**config.mk**
```make
export PLATFORM = sky130hd
export DESIGN_NAME = id_ex_hazard_reg
export DESIGN_NICKNAME = d
export VERILOG_FILES = /design/src/rtl/id_ex_hazard_reg.sv
export SDC_FILE = /design/constraint.sdc
export NUM_CORES = 1
export LEC_CHECK = 0
export CAP_MARGIN = 20
export CORE_MARGIN = 5
export CORE_UTILIZATION = 30
export DETAILED_ROUTE_END_ITERATION = 6
export PLACE_DENSITY_LB_ADDON = 0.2
export SLEW_MARGIN = 40
export SYNTH_ARGS = -nofsm -noshare
export SYNTH_HDL_FRONTEND = slang
export SYNTH_SLANG_ARGS = --single-unit
```
**constraint.sdc**
```tcl
create_clock -name clk -period 2.7 [get_ports clk]
set_input_delay 0.675 -clock clk [delete_from_list [all_inputs] [get_ports clk]]
set_output_delay 0.675 -clock clk [all_outputs]
set_load 0.05 [all_outputs]
```
**src/rtl/id_ex_hazard_reg.sv**
```systemverilog
// id_ex_hazard_reg
//   ID/EX pipeline register for a 5-stage MIPS pipeline with built-in
//   load-use hazard detection. It inserts bubbles and handles branch
//   flush and whole-pipe freeze. It also keeps saturating bubble and
//   flush event counters.
//
// Ports
//   clk, rst                 clock, synchronous active-high reset
//   id_valid                 IF/ID slot holds a real instruction
//   IF_ID_rs/rt, id_uses_*   ID source registers and whether they are read
//   id_regres, id_* control  decoded destination and control from ID
//   id_*_data, id_imm, id_pc datapath fields from ID
//   flush                    kill the ID instruction (taken branch/jump)
//   mem_stall                freeze the whole register
//   ID_EX_*                  registered fields presented to EX
//   PCWrite, IF_IDWrite      combinational enables for PC and IF/ID
//   bubble_cnt, flush_cnt    saturating event counters
module id_ex_hazard_reg #(
   parameter int DW = 32,
   parameter int CW = 16
) (
   input  logic          clk,
   input  logic          rst,
   input  logic          id_valid,
   input  logic [4:0]    IF_ID_rs,
   input  logic [4:0]    IF_ID_rt,
   input  logic          id_uses_rs,
   input  logic          id_uses_rt,
   input  logic [4:0]    id_regres,
   input  logic          id_RegWrite,
   input  logic          id_MEMRead,
   input  logic          id_MEMWrite,
   input  logic          id_MemtoReg,
   input  logic          id_ALUsrc,
   input  logic [3:0]    id_ALUop,
   input  logic [DW-1:0] id_rs_data,
   input  logic [DW-1:0] id_rt_data,
   input  logic [DW-1:0] id_imm,
   input  logic [DW-1:0] id_pc,
   input  logic          flush,
   input  logic          mem_stall,
   output logic          ID_EX_valid,
   output logic [4:0]    ID_EX_rs,
   output logic [4:0]    ID_EX_rt,
   output logic [4:0]    ID_EX_regres,
   output logic          ID_EX_RegWrite,
   output logic          ID_EX_MEMRead,
   output logic          ID_EX_MEMWrite,
   output logic          ID_EX_MemtoReg,
   output logic          ID_EX_ALUsrc,
   output logic [3:0]    ID_EX_ALUop,
   output logic [DW-1:0] ID_EX_rs_data,
   output logic [DW-1:0] ID_EX_rt_data,
   output logic [DW-1:0] ID_EX_imm,
   output logic [DW-1:0] ID_EX_pc,
   output logic          PCWrite,
   output logic          IF_IDWrite,
   output logic [CW-1:0] bubble_cnt,
   output logic [CW-1:0] flush_cnt
);

   logic lu_hazard;
   logic load_ctl;
   logic advance;

   // A load in EX whose destination is read by the ID instruction.
   // A load that writes $0 never creates a dependency.
   always_comb begin
      lu_hazard = ID_EX_valid && ID_EX_MEMRead && id_valid &&
                  (ID_EX_regres != 5'd0) &&
                  ((id_uses_rs && (ID_EX_regres == IF_ID_rs)) ||
                   (id_uses_rt && (ID_EX_regres == IF_ID_rt)));
   end

   // Flush overrides a hazard: the dependent instruction is being killed
   // anyway, so the front end keeps fetching from the new target.
   assign advance    = rst || (!mem_stall && (flush || !lu_hazard));
   assign PCWrite    = advance;
   assign IF_IDWrite = advance;

   // Real control only when the ID instruction is loaded normally.
   // Every other case produces a bubble, and rs/rt are zeroed too so the
   // forwarding unit never matches on a bubble.
   assign load_ctl = id_valid && !flush && !lu_hazard;

   always_ff @(posedge clk) begin
      if (rst) begin
         ID_EX_valid    <= 1'b0;
         ID_EX_rs       <= '0;
         ID_EX_rt       <= '0;
         ID_EX_regres   <= '0;
         ID_EX_RegWrite <= 1'b0;
         ID_EX_MEMRead  <= 1'b0;
         ID_EX_MEMWrite <= 1'b0;
         ID_EX_MemtoReg <= 1'b0;
         ID_EX_ALUsrc   <= 1'b0;
         ID_EX_ALUop    <= '0;
         ID_EX_rs_data  <= '0;
         ID_EX_rt_data  <= '0;
         ID_EX_imm      <= '0;
         ID_EX_pc       <= '0;
         bubble_cnt     <= '0;
         flush_cnt      <= '0;
      end else if (!mem_stall) begin
         ID_EX_valid    <= load_ctl;
         ID_EX_rs       <= load_ctl ? IF_ID_rs    : 5'd0;
         ID_EX_rt       <= load_ctl ? IF_ID_rt    : 5'd0;
         ID_EX_regres   <= load_ctl ? id_regres   : 5'd0;
         ID_EX_RegWrite <= load_ctl && id_RegWrite;
         ID_EX_MEMRead  <= load_ctl && id_MEMRead;
         ID_EX_MEMWrite <= load_ctl && id_MEMWrite;
         ID_EX_MemtoReg <= load_ctl && id_MemtoReg;
         ID_EX_ALUsrc   <= load_ctl && id_ALUsrc;
         ID_EX_ALUop    <= load_ctl ? id_ALUop    : 4'd0;
         // Data fields are don't-care in a bubble, so they load every cycle.
         ID_EX_rs_data  <= id_rs_data;
         ID_EX_rt_data  <= id_rt_data;
         ID_EX_imm      <= id_imm;
         ID_EX_pc       <= id_pc;
         if (flush) begin
            if (flush_cnt != {CW{1'b1}}) flush_cnt <= flush_cnt + 1'b1;
         end else if (lu_hazard) begin
            if (bubble_cnt != {CW{1'b1}}) bubble_cnt <= bubble_cnt + 1'b1;
         end
      end
   end

endmodule

```
==> results.txt <==
Nature of the critical path endpoint = primary output
Vias = 6198
Worst hold slack = 0.4765 ns
Antenna viol nets, final = 0
Total power = 6.622 mW
DRT Wirelength = 22.57 mm
CTS tree = yes
Detailed Routing Iterations Pass 1 = 4
Layout cells sized above 1 = 8.134%
Yosys cell types = 54
Worst Hold Class = reg2reg
Yosys top cell area share = 52.26%
Core area = 0.02333 sq mm
CTS buffer count = 17
Maxcap violations = 0
Maximum clock insertion buffer count = 2
Vias per inst = 4.544
Min Clock Period, post-route = 2.846 ns
# IOs = 346
Sw Ratio = 30.21%
Max IR drop VDD = 332.9 uV
Seq cells post-synth = 185
Clock share of power = 36.7%
All-Layer GR Usage = 16.28%
Most common cell in the synthesized netlist = dfxtp_1
Die area = 0.02680 sq mm
Status = finished, violations left
Number of global-route vias before repair = 6254
Synthesized area = 0.007087 sq mm
Pwr Density = 573.3 mW/mm^2
Port Buf Inserts = 345
RSZ-0062 raised after global routing = true
Ys flop type = dfxtp_1
Grt total ovfl = 0
Skew final = 0.008467 ns
Synth warnings = 0
Syn_nets = 852
Num rows = 56
Pin slew with the least headroom to its limit = 0.6259 ns
Initial antenna violation count = 0
Post-DR wirelength/cell = 16.55 um
Number of flops mapped to enable cells by yosys = 0
Routability congestion estimate = 0.7804
Layout Nets = 1193
Rel. slew slack = 58.14%
Slowest stage cell, crit path = clkdlybuf4s50_1
Achievable Freq = 0.3514 GHz
Tcrit/Tclk final = 105.4%
Cts hold-fix bufs = 0
Root Buffer = clkbuf_16
Worst path cell trace = clkdlybuf4s50_1 -> xnor2_2 -> a32oi_2 -> nor4bb_4 -> o21ai_4 -> buf_12
Crit Path Max Fanout = 2
Async set-reset flop share out of synthesis = 0%
Worst path required time = 2.03 ns
Combinational share of power = 19.3%
Die H = 163.7 um
Layout Area Growth over Synthesis = 63.01%
Inserted Diodes = 0
First-pass GRT wire length = 34.40 mm
Final-report hold violation count = 0
Sequential area share after synthesis = 52.26%
Mapped Cells = 691
Clk Latency, worst-skew pair = 0.42 ns
Worst Slack Setup Final = -0.1457 ns
Psw = 2.000 mW
Internal power = 4.622 mW
Detail Placement HPWL = 16.66 mm
Critical path launch point type = primary input
DRT iter0 DRCs = 206
Final setup vio count = 2
CTS clock-pin slew for the worst setup and hold paths = 0.07 ns
Post-Syn Area per Cell = 10.26 sq um
Slowest stage delay, CP = 0.52 ns
Worst setup path class = in2out
List of most frequent post-synthesis cells = dfxtp_1, nor2_1, mux2i_1
Chip width = 163.7 um
Leak pwr = 4.684 nW
Area leader, netlist = dfxtp_1
Largest net degree at the start of global routing = 120
Violated checks = negative setup slack
Critical path arrival = 2.17 ns
Sequential group share of total power = 44.0%
Effective utilization at floorplan = 30.37%
H-tree depth = 4
Clock sink count = 185
Ranking of synthesized cells by area = dfxtp_1, mux2i_1, nor2_1
DRC = 0
Final Max Slew Viols = 0
worst max-delay path: cells and delay by family:
family	cells	cell delay, ns
xor+xnor	1	0.13
compound gates	2	0.30
buf+inv	2	0.69
simple gates	1	0.37
area by class of cell:
type                            count  area [sq um]
Fill cell                        2213         11780
Sequential cell                   185          3717
Timing Repair Buffer              365          3627
Multi-Input combinational cell    457          3226
Clock buffer                       18         429.2
Tap cell                          319         399.1
Clock inverter                     14         131.4
Inverter                            6         22.52
registers in the layout, summed over array words and instances (netlist names), 4 cells and up:
register       count
flush_cnt         16
ID_EX_regres       5
ID_EX_pc          32
bubble_cnt        16
ID_EX_imm         32
ID_EX_ALUop        4
ID_EX_rt_data     32
ID_EX_rs           5
ID_EX_rs_data     32
ID_EX_rt           5
cells by family (layout without fill, tap and decap cells):
family / after synthesis / count (layout) / share of synthesized area [%]
multiplexers: 136 / 136 / 19.33
flip-flops: 185 / 185 / 52.26
adder cells (fa/ha/maj): 2 / 2 / 0.3531
buffers and inverters: 49 / 403 / 3.107
XOR/XNOR: 18 / 18 / 2.225
AO/OA/AOI/OAI: 70 / 70 / 7.310
AND/OR/NAND/NOR: 231 / 231 / 15.41
power by group through the flow:
stage / combinational [mW] / clock (mW) / sequential, mW
floorplan: 0.290 / 0 / 3.41
global placement: 1.28 / 0 / 2.98
detailed placement: 1.28 / 0 / 2.98
CTS: 1.28 / 2.52 / 2.92
global route: 1.34 / 2.65 / 2.93
finish: 1.28 / 2.43 / 2.92
metrics by stage:
step	cells	setup slack (ns)	instance area [sq um]	utilization (%)	setup TNS [ns]
6_report	1364	-0.1457	11550	49.51	-0.2913
5_1_grt	1364	-0.2290	11550	49.51	-0.4575
4_1_cts	1360	-0.1879	11490	49.24	-0.3757
3_5_place_dp	1327	-0.4967	10920	46.79	-7.464
3_3_place_gp	1327	-0.4868	10920	46.79	-7.359
2_1_floorplan	691	-0.2313	7133	-	-0.2473
worst paths after layout:
path	from	slack (ns)	cells past startpoint	to
worst max-delay path	IF_ID_rs[0]	-0.15	6	PCWrite
worst min-delay path	ID_EX_ALUop[2]$_SDFFE_PP0N_	0.48	1	ID_EX_ALUop[2]$_SDFFE_PP0N_
worst max register to register	ID_EX_regres[1]$_SDFFE_PP0N_	0.54	7	ID_EX_MEMWrite$_SDFFE_PP0N_
worst min register to register	ID_EX_ALUop[2]$_SDFFE_PP0N_	0.48	1	ID_EX_ALUop[2]$_SDFFE_PP0N_
routing by layer:
layer	vias up	global-route usage, %	wire length, um
li1	3069	-	-
met5	-	0	0
met2	218	27.58	10900
met3	22	7.779	2324
met1	2889	18.20	8941
met4	0	4.842	408
placed cells by master (no fill, tap or decap), types with 3 or more instances in the layout:
cell,instances
clkdlybuf4s50_1,332
dfxtp_1,180
nor2_1,148
mux2i_1,129
a22o_1,24
buf_4,19
clkbuf_16,17
o21ai_0,14
a21oi_1,13
nor2b_1,11
xor2_1,10
or3_1,10
nand2_1,9
nand3_1,9
nor3_1,9
nand4_1,7
inv_1,6
and4_1,6
xnor2_1,4
and2_1,4
and3_1,4
mux2_1,4
inv_6,4
inv_8,4
dfxtp_4,3
xor2_2,3
mux2_2,3
buf_2,3
buf_12,3
repair_timing:
item | 4_1_cts | 5_1_grt
buffers inserted | 1 | 3
resized for setup | 25 | 8
pin swaps | 7 | 6
setup endpoints to repair | 2 | 2
Power figures use the tool's default switching activity.
